==> src/rtl/lc3_decode_pkg.sv <==
// lc3_decode_pkg: LC-3 opcodes, control encodings and the reference opcode-to-control decode
package lc3_decode_pkg;
    typedef enum logic [3:0] {
        OP_BR  = 4'h0, OP_ADD = 4'h1, OP_LD  = 4'h2, OP_ST   = 4'h3,
        OP_JSR = 4'h4, OP_AND = 4'h5, OP_LDR = 4'h6, OP_STR  = 4'h7,
        OP_RTI = 4'h8, OP_NOT = 4'h9, OP_LDI = 4'hA, OP_STI  = 4'hB,
        OP_JMP = 4'hC, OP_RES = 4'hD, OP_LEA = 4'hE, OP_TRAP = 4'hF
    } opcode_e;

    localparam logic [1:0] W_ALU = 2'd0;
    localparam logic [1:0] W_PC  = 2'd1;
    localparam logic [1:0] W_MEM = 2'd2;

    localparam logic [1:0] PC1_OFF11 = 2'b00;
    localparam logic [1:0] PC1_OFF9  = 2'b01;
    localparam logic [1:0] PC1_OFF6  = 2'b10;
    localparam logic [1:0] PC1_ZERO  = 2'b11;

    localparam logic [1:0] ALU_ADD = 2'b00;
    localparam logic [1:0] ALU_AND = 2'b01;
    localparam logic [1:0] ALU_NOT = 2'b10;

    typedef struct packed {
        logic [1:0] alu_control;
        logic [1:0] pcselect1;
        logic       pcselect2;
        logic       op2select;
    } e_ctrl_t;

    typedef struct packed {
        e_ctrl_t    e;
        logic [1:0] w;
        logic       mem;
    } ctrl_t;

    // op2select is active-low on instr[5]: 1 picks VSR2, 0 picks imm5
    function automatic ctrl_t decode_ctrl(input logic [15:0] instr);
        ctrl_t c;
        c = '0;
        case (opcode_e'(instr[15:12]))
            OP_ADD: c.e = '{ALU_ADD, PC1_OFF11, 1'b0, ~instr[5]};
            OP_AND: c.e = '{ALU_AND, PC1_OFF11, 1'b0, ~instr[5]};
            OP_NOT: c.e = '{ALU_NOT, PC1_OFF11, 1'b0, 1'b1};
            OP_BR:  c.e = '{ALU_ADD, PC1_OFF9, 1'b1, 1'b0};
            OP_JMP: c.e = '{ALU_ADD, PC1_ZERO, 1'b0, 1'b0};
            OP_LD:  c = '{'{ALU_ADD, PC1_OFF9, 1'b1, 1'b0}, W_MEM, 1'b0};
            OP_LDR: c = '{'{ALU_ADD, PC1_OFF6, 1'b0, 1'b0}, W_MEM, 1'b0};
            OP_LDI: c = '{'{ALU_ADD, PC1_OFF9, 1'b1, 1'b0}, W_MEM, 1'b1};
            OP_LEA: c = '{'{ALU_ADD, PC1_OFF9, 1'b1, 1'b0}, W_PC, 1'b0};
            OP_ST:  c.e = '{ALU_ADD, PC1_OFF9, 1'b1, 1'b0};
            OP_STR: c.e = '{ALU_ADD, PC1_OFF6, 1'b0, 1'b0};
            OP_STI: c = '{'{ALU_ADD, PC1_OFF9, 1'b1, 1'b0}, W_ALU, 1'b1};
            default: c = '0;
        endcase
        return c;
    endfunction
endpackage

==> src/rtl/decode_ctrl_logic.sv <==
// decode_ctrl_logic: combinational opcode-to-control decode ahead of the decode register
module decode_ctrl_logic
    import lc3_decode_pkg::*;
(
    input  logic [15:0] instr,
    output e_ctrl_t     e_control,
    output logic [1:0]  w_control,
    output logic        mem_control
);
    assign {e_control, w_control, mem_control} = decode_ctrl(instr);
endmodule

==> src/rtl/decode_stage.sv <==
// decode_stage: LC-3 decode stage registering the instruction, next PC and decoded controls
module decode_stage
    import lc3_decode_pkg::*;
(
    input  logic        clock,
    input  logic        reset,
    input  logic        enable_decode,
    input  logic [15:0] dout,
    input  logic [15:0] npc_in,
    output logic [15:0] IR,
    output logic [15:0] npc_out,
    output logic [5:0]  E_control,
    output logic [1:0]  W_control,
    output logic        mem_control
);
    e_ctrl_t    e_next;
    logic [1:0] w_next;
    logic       mem_next;

    // decoding from dout, not IR, keeps IR and its controls in the same cycle
    decode_ctrl_logic u_ctrl (
        .instr       (dout),
        .e_control   (e_next),
        .w_control   (w_next),
        .mem_control (mem_next)
    );

    always_ff @(posedge clock or posedge reset) begin
        if (reset) begin
            IR          <= '0;
            npc_out     <= '0;
            E_control   <= '0;
            W_control   <= '0;
            mem_control <= 1'b0;
        end else if (enable_decode) begin
            IR          <= dout;
            npc_out     <= npc_in;
            E_control   <= e_next;
            W_control   <= w_next;
            mem_control <= mem_next;
        end
    end
endmodule
==> config.mk <==
export PLATFORM = sky130hd
export DESIGN_NAME = decode_stage
export DESIGN_NICKNAME = d
export VERILOG_FILES = /design/src/rtl/lc3_decode_pkg.sv /design/src/rtl/decode_ctrl_logic.sv /design/src/rtl/decode_stage.sv
export SDC_FILE = /design/constraint.sdc
export NUM_CORES = 1
export LEC_CHECK = 0
export ABC_CLOCK_PERIOD_IN_PS = 1450
export BUFFER_PORTS_ARGS = -buffer_cell sky130_fd_sc_hd__buf_2
export CORE_MARGIN = 5
export CORE_UTILIZATION = 40
export CTS_BUF_LIST = sky130_fd_sc_hd__clkbuf_8
export CTS_CLUSTER_DIAMETER = 100
export DETAILED_ROUTE_END_ITERATION = 6
export MAX_ROUTING_LAYER = met4
export PLACE_DENSITY_LB_ADDON = 0.25
export SLEW_MARGIN = 20
export SYNTH_ARGS = -nofsm -noshare
export SYNTH_HDL_FRONTEND = slang
export SYNTH_SLANG_ARGS = --single-unit
==> constraint.sdc <==
create_clock -name clock -period 1.45 [get_ports clock]
set_input_delay 0.435 -clock clock [delete_from_list [all_inputs] [get_ports clock]]
set_output_delay 0.435 -clock clock [all_outputs]
set_load 0.03 [all_outputs]
# --- Word-level counts from Yosys, hierarchy flattened ---
# Index checks and enable logic that the tools add are counted.
totals:
  register_bits: 41
  latchBits: 0
  mem_bits_rw: 0
  romBits: 0
  inputBits: 35
  output_inout_bits: 41
  wordCells: 23
  n_memories: 0
op_classes:
  n_addsub: 0
  mul: 0
  div: 0
  magnitude_cmp: 0
  eq_ne: 11
  n_shift: 0
  mux: 2
  n_bitwise: 1
  n_reduce_logical: 4
ops:
  columns: ["cell", "count"]
  rows:
  - ["6-bit one-hot mux with 6 select lines", 1]
  - ["4-bit equality test (second input constant)", 5]
  - ["4-bit by 3-bit equality test with 1-bit output (second input constant)", 3]
  - ["3-bit one-hot mux with 4 select lines", 1]
  - ["4-bit by 2-bit equality test with 1-bit output (second input constant)", 2]
  - ["6-bit OR reduction", 1]
  - ["4-bit by 1-bit equality test with 1-bit output (second input constant)", 1]
  - ["4-bit zero test", 1]
  - ["2-bit OR reduction", 2]
  - ["1-bit inverter", 1]

# --- Logic depth before layout (Yosys ltp) ---
# Gate-level depths: netlist of the first run.
logic_depth:
  ltp_word: 3
  ltp_mapped: 4

# --- By module ---
# From an unflattened synthesis of the first run, not the netlist that was laid out.
unflattened:
  cells_unflattened: 106
  area_unflattened_um2: 1864.3
by_module_without_submodules:
  columns: ["mod", "n_inst", "cells_per_inst", "area_each_um2", "seq_area_each_um2"]
  rows:
  - ["decode_stage", 1, 88, 1732.9, 1026.0]
  - ["decode_ctrl_logic", 1, 18, 131.4, 0.0]

# --- Least setup slack after synthesis of the first run ---
# Ideal clock, no wire load.
synth_timing:
  kind: "input -> register"
  start: "in enable_decode"
  end: "reg IR[11]"
  arrival_ns: 1.056
  required_ns: 1.325
  path_slack_ns: 0.269
  cell_stages: 3
  n_path_buf: 2
  cell_sequence: "clkbuf_2 -> buf_4 -> mux2_2"
synth_lines:
  columns: ["element", "line", "text"]
  rows:
  - ["start: declaration", "decode_stage.sv:7", "input logic enable_decode,"]
  - ["end signal: assignment", "decode_stage.sv:36", "IR <= dout;"]
  - ["end: declaration", "decode_stage.sv:10", "output logic [15:0] IR,"]
# No word-level cell between the ends.

# --- Worst setup path after layout of the first run ---
layout_timing:
  start: "reg IR[13]"
  end: "out IR[13]"
# No word-level cell between the ends.

==> flow_summary.yaml, run 1 <==
global_routing:
  antenna_found_initial: 0
  track_usage_pct: 13.7
  gr-total-overflow: 0
  grt_pass1_wl_mm: 5.58
  grt_max_degree: 42
  grt_pass1_vias: 1289
clock_tree:
  holdBufCountCts: 0
  cts_post_setup_buffers_inserted: 0
  cts_resized: 0
  clock_latency_ns: 0.28
  cts-buffers-inserted: 5
  h-tree-depth: 2
  clockRootBuffer: "clkbuf_8"
  clockBufferDepth: 2
  clkTransAtPathRegs_ns: 0.07
  cts.sinks: 41
  tritoncts: "built"
power:
  p_clk_share_pct: 28.0
  p_comb_share_pct: 22.4
  p_sw_mw: 0.778
  power_density_mw_per_mm2: 1200
  p_int_mw: 1.84
  p_leak_nw: 1.07
  vdd_drop_max_mv: 0.622
  power_frac_seq_pct: 49.6
  switching_share_pct: 29.7
critical_path:
  cpMaxStageDelayCell: "dfrtp_1"
  crit_fanout: 2
  required_ns: 1.02
  arrival_ns: 0.85
  end_kind: "output port"
  critical_path.top_delay_family: "flip-flops"
  worstSetupPathType: "reg -> out"
  critical_path_buf_inv_count: 1
  cp_slowest_stage_delay_ns: 0.39
  crit_chain: "buf_2"
  critical_path.startpoint_type: "flop"
floorplanning:
  die_y_um: 74.3
  std_cell_rows: 23
  core-area_mm2: 0.00400
  start_util_pct: 41.3
  fp.dieArea_mm2: 0.00551
  pin_count: 76
  die_x_um: 74.3
finish:
  fin_area_mm2: 0.00218
  area.growth.synth_to_final_pct: 32.0
  drive_above_1_share_pct: 59.7
  fin_nets: 231
  insertedDiodeCount: 0
  fin_cells: 246
synthesis:
  seq_area_frac_synth_pct: 62.1
  ys_types: 22
  synth_nets: 152
  synth-seq-cells: 41
  syn_area_mm2: 0.00165
  synthCells: 117
  syn_area_per_cell_um2: 14.1
  ys_warn_count: 0
sta:
  setup-tns-final_ns: 0
  rsz0062_at_grt: "no"
  slew_viol_final: 0
  min_period_over_period_pct: 89.0
  relSlewSlack_pct: 83.4
  hold_violations: 0
  worst_slack_ns: 0.160
  fmax_mhz: 775
  period_minus_slack_ns: 1.29
  setup_viol: 0
  fin_worst_skew_ns: 0
  worst_pin_slew_ns: 0.245
placement:
  place_inst: 239
  postPlaceCellArea_mm2: 0.00209
  gp_congestion: 0.808
  pre_cts_ws_ns: 0.184
  place_hpwl_mm: 2.66
  port_buffers: 75
routing:
  firstDrtPassIters: 3
  wirelength_mm: 3.47
  ant_nets: 0
  dr_total_vias: 1154
  vias_per_cell: 4.69
  drt_iter0_drc: 22
  routedWlPerCell_um: 14.1
  drc: 0
min_path:
  hp-class: "in -> async"
job:
  max_cap_viol_count: 0
status:
  run_status: "complete, no violations"
-- state kept, by name, indices dropped and copies added (netlist names) --
signal / count
E_control: 6
IR: 16
W_control: 2
mem_control: 1
npc_out: 16
-- path summary, 6_finish.rpt --
path | from | end | slack, ns | cells past startpoint
worst max-delay path | IR[13] | IR[13] | 0.16 | 1
worst min-delay path | reset | IR[15] | 0.20 | 3
worst max register to register | IR[13] | IR[13] | 0.68 | 1
worst min register to register | E_control[2] | E_control[2] | 0.48 | 1
max in group asynchronous | reset | E_control[3] | 1.06 | 3
min in group clock | dout[10] | IR[10] | 0.37 | 2
-- per-layer routing --
layer  track usage [%]  part of all wire (%)
met4              3.95                  0.35
met1              15.0                    41
met5                 -                     0
met3              4.73                   6.7
met2              23.5                    52
-- power by group through the flow --
stage / sequential, mW / combinational, mW / clock [mW]
after floorplan: 1.54 / 0.172 / 0
after global placement: 1.32 / 0.579 / 0
after detailed placement: 1.32 / 0.597 / 0
after CTS: 1.30 / 0.596 / 0.768
after global routing: 1.31 / 0.626 / 0.810
final: 1.30 / 0.585 / 0.732
-- cell families (layout without fill, tap and decap cells) --
logic type             Yosys count  count (layout)  synth area share [%]
and+or+nand+nor                 14              14                  5.08
buffers and inverters           17              96                  5.61
AOI/OAI and AO/OA               13              13                  5.45
DFF                             41              41                  62.1
muxes                           32              32                  21.7
-- through the flow --
| step | power (mW) | hold slack [ns] | utilization (%) |
|---|---|---|---|
| floorplan | 1.71 | 0.570 | - |
| detailed placement | 1.92 | 0.467 | 52.2 |
| finish | 2.62 | 0.200 | 54.5 |
| global placement | 1.90 | 0.460 | 52.2 |
| global route | 2.75 | 0.212 | 54.5 |
| CTS | 2.66 | 0.197 | 54.5 |
-- synth_stat cells (all sizes together) --
library cell	number	area, µm²
clkbuf	1	5.00
nand3	4	20.0
nand2	2	7.51
o21ai	7	35.0
mux2	31	349
nand4	1	6.26
o311ai	2	25.0
o22ai	1	6.26
mux2i	1	10.0
o2111ai	1	8.76
buf	6	50.0
nor2	1	3.75
nor2b	5	38.8
or2b	1	7.51
inv	10	37.5
dfrtp	41	1030
o21a	2	15.0
-- cells in the final DEF (no fill, tap or decap), drive strengths merged --
cell	count
buf	79
clkbuf	6
clkinvlp	1
dfrtp	41
inv	10
mux2	31
mux2i	1
nand2	2
nand3	4
nand4	1
nor2	1
nor2b	5
o2111ai	1
o21a	2
o21ai	7
o22ai	1
o311ai	2
or2b	1
-- cell type report --
cell class / instances / area, µm²
clock buffer: 6 / 82.6
clock inverter: 1 / 7.51
fill: 365 / 1820
inverter: 10 / 37.5
multi-input combinational: 59 / 533
sequential: 41 / 1030
tap: 50 / 62.6
timing repair buffer: 79 / 430
No activity file was read; power rests on OpenSTA's default activity.
==> run 2: changes to the inputs <==
--- a/config.mk
+++ b/config.mk
@@ -8,7 +8,7 @@
 export ABC_CLOCK_PERIOD_IN_PS = 1450
 export BUFFER_PORTS_ARGS = -buffer_cell sky130_fd_sc_hd__buf_2
 export CORE_MARGIN = 5
-export CORE_UTILIZATION = 40
+export CORE_UTILIZATION = 43
 export CTS_BUF_LIST = sky130_fd_sc_hd__clkbuf_8
 export CTS_CLUSTER_DIAMETER = 100
 export DETAILED_ROUTE_END_ITERATION = 6
==> flow_summary.yaml, run 2 (synthesis results as in run 1) <==
critical_path:
  crit_fanout: 2
  r2r-end: "IR[9]"
  reg2regPathDepth: 1
  critical_path.top_delay_family: "flip-flops"
  required_ns: 1.02
  cpMaxStageDelayCell: "dfrtp_1"
  cp_num_cells: 1
  worstSetupPathType: "reg -> out"
  r2r_setup_slack_ns: 0.68
  cp_slowest_stage_delay_ns: 0.39
  crit_start: "IR[3]"
  reg2reg_from: "IR[9]"
  end_kind: "output port"
  arrival_ns: 0.86
  crit_chain: "buf_2"
  critical_path.startpoint_type: "flop"
  critical_path_buf_inv_count: 1
placement:
  gp_congestion: 0.771
  place_hpwl_mm: 2.58
  port_buffers: 75
  place_inst: 238
  pre_cts_ws_ns: 0.185
clock_tree:
  cts.sinks: 41
  h-tree-depth: 2
  clockBufferDepth: 2
  cts_resized: 0
  cts-buffers-inserted: 5
  cts_post_setup_buffers_inserted: 0
  holdBufCountCts: 0
  tritoncts: "built"
  clkTransAtPathRegs_ns: 0.07
  clock_latency_ns: 0.28
  clockRootBuffer: "clkbuf_8"
global_routing:
  grt_pass1_vias: 1240
  track_usage_pct: 14.5
  grt_max_degree: 44
  antenna_found_initial: 0
  grt_pass1_wl_mm: 5.66
  gr-total-overflow: 0
finish:
  fin_nets: 232
  nFillCells: 333
  final_cell_mix: "75 x buf_2, 41 x dfrtp_1, 29 x mux2_2"
  ff_latch_area_mm2: 0.00103
  area.growth.synth_to_final_pct: 30.9
  top_regs: "IR x16, npc_out x16, E_control x6"
  fin_cells: 246
  insertedDiodeCount: 0
  drive_above_1_share_pct: 58.6
  final_common_cell: "buf_2"
  multi_input_area_um2: 533
sta:
  fmax_mhz: 771
  worst_pin_slew_ns: 0.288
  hold_violations: 0
  rsz0062_at_grt: "no"
  relSlewSlack_pct: 80.8
  fin_worst_skew_ns: 0
  slew_viol_final: 0
  setup_viol: 0
  min_period_over_period_pct: 89.4
  setup-tns-final_ns: 0
  worst_slack_ns: 0.153
  period_minus_slack_ns: 1.30
floorplanning:
  core-area_mm2: 0.00369
  fp.dieArea_mm2: 0.00518
  die_x_um: 72.0
  die_y_um: 72.0
  std_cell_rows: 22
  start_util_pct: 44.8
  pin_count: 76
routing:
  drc: 0
  firstDrtPassIters: 2
  ant_nets: 0
  dr_total_vias: 1153
  wirelength_mm: 3.31
  vias_per_cell: 4.69
  routedWlPerCell_um: 13.5
  drt_iter0_drc: 82
power:
  power_density_mw_per_mm2: 1180
  vdd_drop_max_mv: 0.583
  p_leak_nw: 1.08
  total_power_mw: 2.54
min_path:
  hp-class: "in -> async"
job:
  max_cap_viol_count: 0
status:
  run_status: "complete, no violations"
[run 2: cell count changes in the layout (fill, tap and decap cells not counted)]
| cell | before | now |
|---|---|---|
| buf_12 | 2 | 1 |
| buf_4 | 2 | 4 |
| clkbuf_8 | 6 | 5 |
| clkinvlp_4 | 1 | 0 |
| inv_1 | 10 | 13 |
[run 2: per-layer routing]
| metal | part of all wire, % | GRT usage [%] |
|---|---|---|
| met1 | 42 | 16.8 |
| met2 | 49 | 23.1 |
| met3 | 7.6 | 4.16 |
| met4 | 1.8 | 6.89 |
| met5 | 0 | - |
[run 2: cell type report]
class                           count  share of cell area [%]
Sequential cell                    41                    47.5
Multi-Input combinational cell     59                    24.7
Timing Repair Buffer               80                    19.7
Clock buffer                        5                    3.18
Tap cell                           48                    2.78
Inverter                           10                    1.74
Clock inverter                      3                   0.521
[run 2: how the worst max path moves through the flow]
| stage | end | slack, ns |
|---|---|---|
| floorplan | E_control[0] | 0.07 |
| global placement | npc_out[8] | 0.21 |
| detailed placement | npc_out[7] | 0.18 |
| CTS | IR[3] | 0.14 |
| global route | IR[3] | 0.11 |
| finish | IR[3] | 0.15 |
[run 2: where the power goes]
part           internal [mW]  switching [mW]
combinational          0.212           0.365
clock                  0.320           0.345
sequential              1.25          0.0513
total                   1.78           0.761
[run 2: metrics by stage]
step                      utilization, %  area (µm²)  hold slack [ns]
after floorplan                        -        1650            0.570
after global placement              56.4        2080            0.458
after detailed placement            56.4        2080            0.469
after CTS                           58.6        2160            0.176
after global routing                58.6        2160            0.213
final                               58.6        2160            0.177
